[config.mk]
export PLATFORM = sky130hd
export DESIGN_NAME = serial_alu_ctrl
export DESIGN_NICKNAME = d
export VERILOG_FILES = /design/src/rtl/serial_alu_pkg.sv /design/src/rtl/serial_alu_bitcnt.sv /design/src/rtl/serial_alu_ctrl.sv
export SDC_FILE = /design/constraint.sdc
export NUM_CORES = 1
export LEC_CHECK = 0
export BUFFER_PORTS_ARGS = -buffer_cell sky130_fd_sc_hd__buf_2
export CAP_MARGIN = 5
export CORE_MARGIN = 1
export CORE_UTILIZATION = 35
export DETAILED_ROUTE_END_ITERATION = 6
export GPL_TIMING_DRIVEN = 0
export HOLD_SLACK_MARGIN = 0.1
export PLACE_DENSITY = 0.63
export SLEW_MARGIN = 20
export SYNTH_ARGS = -nofsm -noshare
export SYNTH_HDL_FRONTEND = slang
export SYNTH_HIERARCHICAL = 1
export SYNTH_SLANG_ARGS = --single-unit
[constraint.sdc]
create_clock -name clk -period 1.7 [get_ports clk]
set_clock_uncertainty 0.1 [all_clocks]
set_input_delay 0.34 -clock clk [delete_from_list [all_inputs] [get_ports clk]]
set_output_delay 0.34 -clock clk [all_outputs]
set_load 0.005 [all_outputs]
[src/rtl/serial_alu_pkg.sv]
// Shared opcode encodings and sequencer state type for the bit-serial ALU controller.
package serial_alu_pkg;

  localparam logic [1:0] OP_ADD = 2'b00;
  localparam logic [1:0] OP_AND = 2'b01;
  localparam logic [1:0] OP_GT  = 2'b10;
  localparam logic [1:0] OP_XOR = 2'b11;

  typedef enum logic [1:0] {
    IDLE = 2'b00,
    RUN  = 2'b01,
    DONE = 2'b10
  } state_e;

endpackage

[src/rtl/serial_alu_bitcnt.sv]
// Bit-position counter for the serial sequencer; flags the final bit of an operation.
module serial_alu_bitcnt #(
  parameter int unsigned WIDTH = 8
) (
  input  logic clk,
  input  logic rst,
  input  logic clr_i,
  input  logic en_i,
  output logic last_o
);

  localparam int unsigned CNT_W = (WIDTH > 1) ? $clog2(WIDTH) : 1;

  logic [CNT_W-1:0] count_q;

  assign last_o = (count_q == CNT_W'(WIDTH - 1));

  // Wraps to zero after the last bit so the next operation starts clean.
  always_ff @(posedge clk) begin
    if (rst) begin
      count_q <= '0;
    end else if (clr_i) begin
      count_q <= '0;
    end else if (en_i) begin
      count_q <= last_o ? '0 : count_q + CNT_W'(1);
    end
  end

endmodule

[src/rtl/serial_alu_ctrl.sv]
// Bit-serial sequencer feeding an external 1-bit ALU slice, LSB first.
// Optional zero_o result flag is built when SERIAL_ALU_ZERO_FLAG_EN is defined.
module serial_alu_ctrl
  import serial_alu_pkg::*;
#(
  parameter int unsigned WIDTH = 8
) (
  input  logic             clk,
  input  logic             rst,
  input  logic             start_i,
  input  logic [1:0]       op_i,
  input  logic [WIDTH-1:0] a_i,
  input  logic [WIDTH-1:0] b_i,
  output logic             ready_o,
  output logic             done_o,
  output logic [WIDTH-1:0] result_o,
  output logic             flag_o,
  output logic             slice_a_o,
  output logic             slice_b_o,
  output logic             slice_c_o,
  output logic [1:0]       slice_aluctr_o,
`ifdef SERIAL_ALU_ZERO_FLAG_EN
  output logic             zero_o,
`endif
  input  logic             slice_d_i,
  input  logic             slice_e_i
);

  state_e           state_q;
  logic [WIDTH-1:0] a_sh;
  logic [WIDTH-1:0] b_sh;
  logic [WIDTH-1:0] res_sh;
  logic [WIDTH-1:0] res_next;
  logic [1:0]       op_q;
  logic             carry_q;
  logic             accept;
  logic             cnt_en;
  logic             cnt_last;

  assign accept   = (state_q == IDLE) && start_i && ready_o;
  assign cnt_en   = (state_q == RUN);
  assign res_next = {slice_d_i, res_sh[WIDTH-1:1]};

  // Operand shifters zero-fill, so their LSBs read 0 once all bits are consumed.
  assign slice_a_o      = a_sh[0];
  assign slice_b_o      = b_sh[0];
  assign slice_c_o      = carry_q;
  assign slice_aluctr_o = op_q;

  serial_alu_bitcnt #(
    .WIDTH (WIDTH)
  ) u_bitcnt (
    .clk    (clk),
    .rst    (rst),
    .clr_i  (accept),
    .en_i   (cnt_en),
    .last_o (cnt_last)
  );

  always_ff @(posedge clk) begin
    if (rst) begin
      state_q  <= IDLE;
      ready_o  <= 1'b1;
      done_o   <= 1'b0;
      result_o <= '0;
      flag_o   <= 1'b0;
      a_sh     <= '0;
      b_sh     <= '0;
      res_sh   <= '0;
      op_q     <= 2'b00;
      carry_q  <= 1'b0;
`ifdef SERIAL_ALU_ZERO_FLAG_EN
      zero_o   <= 1'b0;
`endif
    end else begin
      done_o <= 1'b0;
      unique case (state_q)
        IDLE: begin
          if (accept) begin
            state_q <= RUN;
            ready_o <= 1'b0;
            a_sh    <= a_i;
            b_sh    <= b_i;
            op_q    <= op_i;
            carry_q <= 1'b0;
            res_sh  <= '0;
          end
        end
        RUN: begin
          a_sh   <= {1'b0, a_sh[WIDTH-1:1]};
          b_sh   <= {1'b0, b_sh[WIDTH-1:1]};
          res_sh <= res_next;
          // Final chain bit goes straight to flag_o; the slice carry returns to 0 outside RUN.
          if (cnt_last) begin
            state_q  <= DONE;
            done_o   <= 1'b1;
            result_o <= res_next;
            flag_o   <= slice_e_i;
            carry_q  <= 1'b0;
`ifdef SERIAL_ALU_ZERO_FLAG_EN
            zero_o   <= (res_next == '0);
`endif
          end else begin
            carry_q <= slice_e_i;
          end
        end
        DONE: begin
          state_q <= IDLE;
          ready_o <= 1'b1;
        end
        default: begin
          state_q <= IDLE;
          ready_o <= 1'b1;
        end
      endcase
    end
  end

endmodule

==> impl_metrics.csv, run 1 <==
group,metric,value,unit
run_status,outcome,"finished clean",
layout,antenna_cells,0,
run,drv_cap,0,
setup_path,slowest_stage,"dfxtp_1",
synthesis,ys_types,26,
sta,setup_viol,0,
synthesis,seq_area_frac_synth,0.488,
cts,post-cts-setup-buffers,0,
sta,rsz0062_at_grt,"false",
cts,clkTransAtPathRegs,0.08,ns
synthesis,syn_area,0.00172,mm2
grt,antenna_found_initial,0,
cts,cts_buffers,5,
synthesis,synth-edff-count,0,
synthesis,yosysMostFrequentCell,"dfxtp_1",
grt,overflow,0,
synthesis,avgSynthCellArea,9.74,um2
floorplan,die_h,72.2,um
setup_path,worstReg2RegStart,"state_q[1]",
drt,wirelength,3720,um
place,port_buffers,38,
synthesis,synth_flop_cell,"dfxtp_1",
sta,finalCritPeriodShare,0.922,
sta,period_needed,1.57,ns
cts,cts-root-buf,"clkbuf_8",
setup_path,cpPeakStageDelay,0.37,ns
sta,slew_viol_final,0,
synthesis,synth.largest_area_cell,"dfxtp_1",
floorplan,io_pins,39,
drt,vias_per_cell,4.88,
synthesis,synth_area_leaders,"dfxtp_1 49%, mux2i_1 12%, a211oi_1 6.1%",
sta,relSlewSlack,0.666,
setup_path,path_cells,"nand2b_4 > inv_1 > clkbuf_4 > or3b_1 > a211oi_2",
floorplan,die_w,72.2,um
synthesis,yosys_warnings,6,
layout,fin_cells,290,
setup_path,required,1.81,ns
grt,grt_pass1_vias,1359,
synthesis,syn-num-nets,202,
layout,area_growth_syn_to_layout,22.4,%
floorplan,core_region_area,0.00472,mm2
sta,setup_tns,0,ns
cts,cts_tree,"yes",
floorplan,dieArea,0.00521,mm2
cts,cts_resized,0,
setup_path,reg2reg_slack,0.13,ns
cts,clockBufferDepth,2,
power_and_ir_drop,finalPower,2.14,mW
drt,vias,1415,
drt,detail_route.drc_violations,0,
drt,drt_first_pass_iters,4,
setup_path,endpoint_kind,"register",
power_and_ir_drop,ir_drop,410,uV
synthesis,synth_common_cells,"42 x dfxtp_1, 20 x mux2i_1, 18 x nor3_1",
layout,drive_gt1_frac,0.260,
place,place_congestion,0.767,
synthesis,ys_seq_elements,42,
setup_path,crit_start,"state_q[1]",
synthesis,yosysTopAreaCellShare,0.488,
sta,timing.fmax,0.638,GHz
cts,clock_sinks,42,
cts,htree_num_levels,2,
grt,grt.total_usage,0.153,
setup_path,critPathKind,"reg -> reg",
sta,worst_pin_slew,0.501,ns
floorplan,initial_core_util,0.365,
cts,hold_buffers,0,
sta,hold_violations,0,
setup_path,startpoint_type,"register",
setup_path,crit_arrival,1.68,ns
grt,grt_pass1_wl,6170,um
floorplan,num_rows,25,
drt,drtIter0Drc,41,
synthesis,synth_async_sr_flop_share,0,
place,hpwlAfterDp,2590,um
grt,grt_start_max_net_pins,14,
synthesis,syn-instance-count,177,
setup_path,reg2reg_to,"u_bitcnt/count_q[0]",
drt,ant_nets,0,
cts,insertion_delay,0.29,ns
hold_path,hold_class,"in -> reg",
power_and_ir_drop,power_per_cell_area,1010,mW/mm2
drt,detail_route.wl_per_cell,12.8,um
setup_path,endpoint,"u_bitcnt/count_q[0]",
layout,nets,247,
setup_path,r2r_cells,5,
setup_path,critPathMaxFanout,13,
place,placed_cells,282,
power_and_ir_drop,leakage,0.911,nW
## how the worst min path moves through the flow
stage / endpoint / start / cells after the start / slack, ns
after floorplan: u_bitcnt/count_q[0] / rst / 1 / 0.30
after global placement: result_o[2] / result_o[2] / 2 / 0.34
after detailed placement: result_o[5] / result_o[5] / 2 / 0.35
after CTS: slice_aluctr_o[0] / op_i[0] / 3 / 0.19
after global routing: slice_aluctr_o[0] / op_i[0] / 3 / 0.20
final: slice_aluctr_o[0] / op_i[0] / 3 / 0.19
## power breakdown
group	total, mW	internal, mW	switching [mW]
Clock	0.768	0.440	0.328
Sequential	1.07	1.04	0.0308
Combinational	0.299	0.143	0.155
Total	2.14	1.62	0.515
## stage by stage
step                cell area (um2)  hold WS, ns  utilization  setup WS (ns)
floorplan                      1720        0.305            -          0.236
global placement               2000        0.343        0.423        -0.0279
detailed placement             2000        0.346        0.423         0.0253
CTS                            2100        0.187        0.446        0.00690
global route                   2110        0.201        0.447        0.00968
finish                         2110        0.192        0.447          0.132
## worst max-delay path, delay by kind of cell (launching register included)
| kind | cells | cell delay (ns) |
|---|---|---|
| compound gates | 1 | 0.17 |
| flops | 1 | 0.37 |
| simple gates | 2 | 0.55 |
| buf+inv | 2 | 0.30 |
## layout make-up
type / count / area (um2)
clock buffer: 7 / 76.3
timing repair buffer: 38 / 190
fill: 478 / 2610
tap: 67 / 83.8
clock inverter: 1 / 30.0
sequential: 42 / 841
inverter: 3 / 11.3
buffer: 16 / 108
multi-input combinational: 116 / 769
## flip-flops by register name, indices dropped and copies added (netlist names)
signal / cells
a_sh: 8
b_sh: 8
done_o: 1
flag_o: 1
ready_o: 1
res_sh: 7
result_o: 8
slice_aluctr_o: 2
slice_c_o: 1
state_q: 2
u_bitcnt/count_q: 3
## layout by cell type (no fill, tap or decap), types with 3 or more instances in the layout
cell type	instances
buf_2	42
dfxtp_1	42
mux2i_1	20
nor3_1	18
a211oi_1	14
a21oi_1	13
nand2_1	10
nand3_1	10
clkbuf_1	8
nand2b_1	7
nor2_1	6
clkbuf_8	5
o22ai_1	4
inv_1	3
o21ai_0	3
## per-layer routing
| layer | up-vias | GRT usage | share of wire |
|---|---|---|---|
| met5 | - | 0 | 0 |
| met4 | 0 | 0.0588 | 0.0083 |
| met3 | 4 | 0.0403 | 0.059 |
| met2 | 42 | 0.242 | 0.45 |
| met1 | 647 | 0.198 | 0.49 |
| li1 | 722 | - | - |
## logic make-up after synthesis
family / Yosys count / synth area share
flops: 42 / 0.488
compound gates: 37 / 0.139
simple gates: 57 / 0.176
buf+inv: 19 / 0.0660
fa+ha+maj: 2 / 0.0145
mux: 20 / 0.116
No activity file was read; power rests on OpenSTA's default activity.
==> run 2, diff against run 1 <==
--- a/config.mk
+++ b/config.mk
@@ -7,12 +7,14 @@
 export LEC_CHECK = 0
 export BUFFER_PORTS_ARGS = -buffer_cell sky130_fd_sc_hd__buf_2
 export CAP_MARGIN = 5
+export CELL_PAD_IN_SITES_DETAIL_PLACEMENT = 0
+export CELL_PAD_IN_SITES_GLOBAL_PLACEMENT = 2
 export CORE_MARGIN = 1
-export CORE_UTILIZATION = 35
+export CORE_UTILIZATION = 32
 export DETAILED_ROUTE_END_ITERATION = 6
 export GPL_TIMING_DRIVEN = 0
 export HOLD_SLACK_MARGIN = 0.1
-export PLACE_DENSITY = 0.63
+export PLACE_DENSITY = 0.74
 export SLEW_MARGIN = 20
 export SYNTH_ARGS = -nofsm -noshare
 export SYNTH_HDL_FRONTEND = slang
==> impl_metrics.csv, run 2 (synthesis gave the netlist of run 1 again) <==
group,metric,value,unit
layout,reg.largest.list,"a_sh: 8 flops, b_sh: 8 flops, result_o: 8 flops",
floorplan,die_w,75.4,um
setup_path,endpoint_kind,"register",
grt,grt_start_max_net_pins,14,
cts,clock_sinks,42,
layout,area_growth_syn_to_layout,21.6,%
power_and_ir_drop,finalPower,2.05,mW
drt,vias,1399,
drt,drtIter0Drc,42,
place,hpwlAfterDp,2810,um
sta,period_needed,1.61,ns
setup_path,startpoint_type,"register",
floorplan,initial_core_util,0.335,
cts,htree_num_levels,2,
place,dp_slack,-0.0644,ns
cts,cts_buffers,5,
cts,clockBufferDepth,2,
place,placed_cells,285,
run_status,outcome,"finished clean",
layout,post-route-util,0.408,
sta,timing.fmax,0.619,GHz
sta,finalCritPeriodShare,0.950,
run,drv_cap,0,
sta,worst_pin_slew,0.561,ns
grt,grt_pass1_vias,1370,
floorplan,io_pins,39,
floorplan,num_rows,26,
drt,ant_nets,0,
power_and_ir_drop,ir_drop,570,uV
drt,vias_per_cell,4.79,
drt,detail_route.wl_per_cell,13.6,um
floorplan,die_h,75.4,um
grt,grt_pass1_wl,6400,um
setup_path,crit_arrival,1.73,ns
sta,setup_viol,0,
cts,cts-root-buf,"clkbuf_8",
floorplan,dieArea,0.00569,mm2
sta,layout_setup_ws,0.0854,ns
grt,antenna_found_initial,0,
place,place_congestion,0.693,
floorplan,core_region_area,0.00514,mm2
drt,met2WireLength,1920,um
drt,drt-met1-wl,1820,um
sta,hold_violations,0,
layout,final_cell_mix,"42 x buf_2, 42 x dfxtp_1, 20 x mux2i_1",
setup_path,critPathKind,"reg -> reg",
setup_path,required,1.82,ns
setup_path,slowest_stage,"dfxtp_1",
drt,wl_met3,196,um
power_and_ir_drop,leakage,0.903,nW
drt,wirelength,3980,um
layout,fin_cells,292,
drt,top_layer,"met4",
layout,nets,246,
hold_path,hold_class,"in -> reg",
place,port_buffers,38,
grt,overflow,0,
cts,insertion_delay,0.29,ns
setup_path,critPathMaxFanout,13,
layout,antenna_cells,0,
cts,clkTransAtPathRegs,0.08,ns
cts,cts_tree,"yes",
drt,drt_first_pass_iters,4,
grt,grt.total_usage,0.153,
power_and_ir_drop,power_per_cell_area,976,mW/mm2
sta,relSlewSlack,0.626,
cts,post-cts-setup-buffers,0,
setup_path,cpPeakStageDelay,0.38,ns
drt,detail_route.drc_violations,0,
sta,slew_viol_final,0,
setup_path,path_cells,"nand2b_4 > inv_1 > clkbuf_4 > or3b_1 > a211oi_2",
layout,drive_gt1_frac,0.266,
[run 2: cell count changes in the layout (fill, tap and decap cells not counted), sizes merged]
cell      change
clkbuf        -2
clkinvlp      +1
bufinv        -1
clkinv        +1
[run 2: worst paths after layout]
check        slack (ns)  cells after the start                   to   startpoint
min                0.19                      3    slice_aluctr_o[1]      op_i[1]
max reg2reg        0.09                      5  u_bitcnt/count_q[0]   state_q[1]
min reg2reg        0.35                      2          result_o[7]  result_o[7]
max                0.09                      5  u_bitcnt/count_q[0]   state_q[1]
[run 2: where the power goes]
part	switching (mW)	leakage [nW]	internal (mW)
logic	0.158	0.512	0.143
registers	0.0295	0.343	1.04
clock network	0.350	0.0472	0.327
total	0.538	0.903	1.51
[run 2: through the flow]
| step | hold slack, ns | cell area, um2 | TNS (ns) |
|---|---|---|---|
| final | 0.192 | 2100 | 0 |
| after global placement | 0.342 | 2000 | -0.0667 |
| after global routing | 0.195 | 2100 | -0.000910 |
| after detailed placement | 0.346 | 2000 | -0.365 |
| after CTS | 0.187 | 2100 | 0 |
| after floorplan | 0.305 | 1720 | 0 |
[run 2: metal layers]
metal / track usage / vias to the layer above
met5: 0 / -
li1: - / 720
met2: 0.253 / 30
met4: 0.0576 / 0
met1: 0.190 / 645
met3: 0.0423 / 4
[run 2: worst max-delay path, delay by kind of cell, from the launching register on]
kind	cells	cell delay (ns)
simple gates	2	0.56
flops	1	0.38
compound gates	1	0.18
buf+inv	2	0.31
[run 2: cell type report]
type	count	area [um2]
Timing Repair Buffer	38	190
Clock inverter	2	12.5
Tap cell	70	87.6
Fill cell	532	3040
Sequential cell	42	841
Clock buffer	6	82.6
Multi-Input combinational cell	116	769
Inverter	3	11.3
Buffer	15	103
[run 2: what timing repair did]
action	in CTS	in global routing
hold buffers	0	0
endpoints found under the setup margin	0	10
resized for setup	0	2
==> run 3, diff against run 2 <==
--- a/config.mk
+++ b/config.mk
@@ -6,7 +6,7 @@
 export NUM_CORES = 1
 export LEC_CHECK = 0
 export BUFFER_PORTS_ARGS = -buffer_cell sky130_fd_sc_hd__buf_2
-export CAP_MARGIN = 5
+export CAP_MARGIN = 20
 export CELL_PAD_IN_SITES_DETAIL_PLACEMENT = 0
 export CELL_PAD_IN_SITES_GLOBAL_PLACEMENT = 2
 export CORE_MARGIN = 1
@@ -15,6 +15,7 @@
 export GPL_TIMING_DRIVEN = 0
 export HOLD_SLACK_MARGIN = 0.1
 export PLACE_DENSITY = 0.74
+export RECOVER_POWER = 50
 export SLEW_MARGIN = 20
 export SYNTH_ARGS = -nofsm -noshare
 export SYNTH_HDL_FRONTEND = slang
==> impl_metrics.csv, run 3 (synthesis gave the netlist of run 1 again) <==
group,metric,value,unit
sta,whs,0.193,ns
power_and_ir_drop,p_sw,0.538,mW
sta,layout_setup_ws,0.0847,ns
grt,grt_start_max_net_pins,14,
floorplan,num_rows,26,
floorplan,initial_core_util,0.335,
sta,setup_viol,0,
drt,ant_nets,0,
place,dp_slack,-0.0644,ns
setup_path,crit_start,"state_q[1]",
drt,vias_per_cell,4.79,
layout,final_cell_mix,"42 x dfxtp_1, 35 x buf_2, 20 x mux2i_1",
sta,relSlewSlack,0.629,
cts,cts-root-buf,"clkbuf_8",
sta,worst_pin_slew,0.557,ns
drt,drtIter0Drc,43,
setup_path,endpoint,"u_bitcnt/count_q[0]",
setup_path,critPathKind,"reg -> reg",
layout,post-route-util,0.406,
sta,finalCritPeriodShare,0.950,
layout,postLayoutCellArea,0.00209,mm2
place,hpwlAfterDp,2810,um
setup_path,slowest_stage,"dfxtp_1",
setup_path,worstReg2RegStart,"state_q[1]",
setup_path,reg2reg_slack,0.08,ns
sta,slew_viol_final,0,
setup_path,reg2reg_to,"u_bitcnt/count_q[0]",
setup_path,r2r_cells,5,
floorplan,dieArea,0.00569,mm2
cts,post-cts-setup-buffers,0,
grt,grt_pass1_wl,6400,um
place,placed_cells,285,
sta,period_needed,1.62,ns
place,place_congestion,0.693,
layout,nets,246,
grt,antenna_found_initial,0,
power_and_ir_drop,internal-power,1.51,mW
sta,hold_violations,0,
setup_path,path_cells,"nand2b_4 > inv_1 > clkbuf_4 > or3b_1 > a211oi_2",
floorplan,die_h,75.4,um
hold_path,hold_class,"in -> reg",
cts,cts_resized,0,
grt,grt_pass1_vias,1370,
layout,fin_cells,292,
drt,wirelength,3980,um
layout,layout_commonest_cell,"dfxtp_1",
cts,htree_num_levels,2,
sta,setup_tns,0,ns
drt,detail_route.wl_per_cell,13.6,um
run_status,outcome,"finished clean",
power_and_ir_drop,ir_drop,569,uV
place,placed_cell_area,0.00200,mm2
power_and_ir_drop,power_per_cell_area,979,mW/mm2
grt,overflow,0,
hold_path,holdCritStartpoint,"op_i[1]",
power_and_ir_drop,combPwrFrac,0.147,
cts,clockBufferDepth,2,
power_and_ir_drop,seqPwrFrac,0.522,
drt,detail_route.drc_violations,0,
setup_path,startpoint_type,"register",
floorplan,die_w,75.4,um
setup_path,critPathMaxFanout,13,
power_and_ir_drop,finalPower,2.04,mW
setup_path,endpoint_kind,"register",
cts,insertion_delay,0.29,ns
floorplan,core_region_area,0.00514,mm2
layout,area_growth_syn_to_layout,21.1,%
cts,cts_tree,"yes",
power_and_ir_drop,sw_frac_of_total,0.263,
cts,cts_buffers,5,
cts,hold_buffers,0,
place,port_buffers,38,
run,drv_cap,0,
grt,grt.total_usage,0.153,
setup_path,cpPeakStageDelay,0.38,ns
layout,reg.largest.list,"a_sh: 8 flops, b_sh: 8 flops, result_o: 8 flops",
power_and_ir_drop,leakage,0.874,nW
cts,clkTransAtPathRegs,0.08,ns
setup_path,crit_arrival,1.73,ns
power_and_ir_drop,clkPwrFrac,0.331,
floorplan,io_pins,39,
drt,vias,1398,
layout,drive_gt1_frac,0.234,
drt,drt_first_pass_iters,4,
setup_path,required,1.82,ns
cts,clock_sinks,42,
layout,antenna_cells,0,
sta,timing.fmax,0.619,GHz
## run 3: cell count changes in the layout (fill, tap and decap cells not counted), sizes merged
cell and delta:
clkbuf +7, buf -7
## run 3: routing by layer
metal  wire length [um]  vias up  GRT usage  part of all wire
met5                  0        -          0                 0
met3                190        4     0.0423             0.048
met1               1830      644      0.190              0.46
met2               1910       30      0.253              0.48
li1                   -      720          -                 -
met4                 46        0     0.0576             0.012
## run 3: worst min path at each step
stage	to	slack (ns)	depth (start not counted)
3_5_place_dp	result_o[7]	0.35	2
2_1_floorplan	u_bitcnt/count_q[0]	0.30	1
3_3_place_gp	result_o[5]	0.34	2
5_1_grt	slice_aluctr_o[1]	0.20	3
4_1_cts	slice_aluctr_o[1]	0.19	3
6_report	slice_aluctr_o[1]	0.19	3
## run 3: worst max-delay path: cells and delay by family, from the launching register on
family | cells | cell delay (ns)
and+or+nand+nor | 2 | 0.56
buffers and inverters | 2 | 0.31
AOI/OAI and AO/OA | 1 | 0.18
DFF | 1 | 0.38
## run 3: final cells by class
class / count / area, um2
clock inverters: 2 / 12.5
clock buffers: 6 / 82.6
multi-input cells: 116 / 769
repair buffers: 38 / 181
flip-flops and latches: 42 / 841
well taps: 70 / 87.6
inverters: 3 / 11.3
fillers: 537 / 3050
plain buffers: 15 / 103
## run 3: power by group through the flow
stage	clock (mW)	combinational [mW]	sequential (mW)
finish	0.676	0.300	1.07
global route	0.740	0.334	1.07
CTS	0.701	0.307	1.07
detailed placement	0	0.305	1.09
global placement	0	0.297	1.09
floorplan	0	0.214	1.09
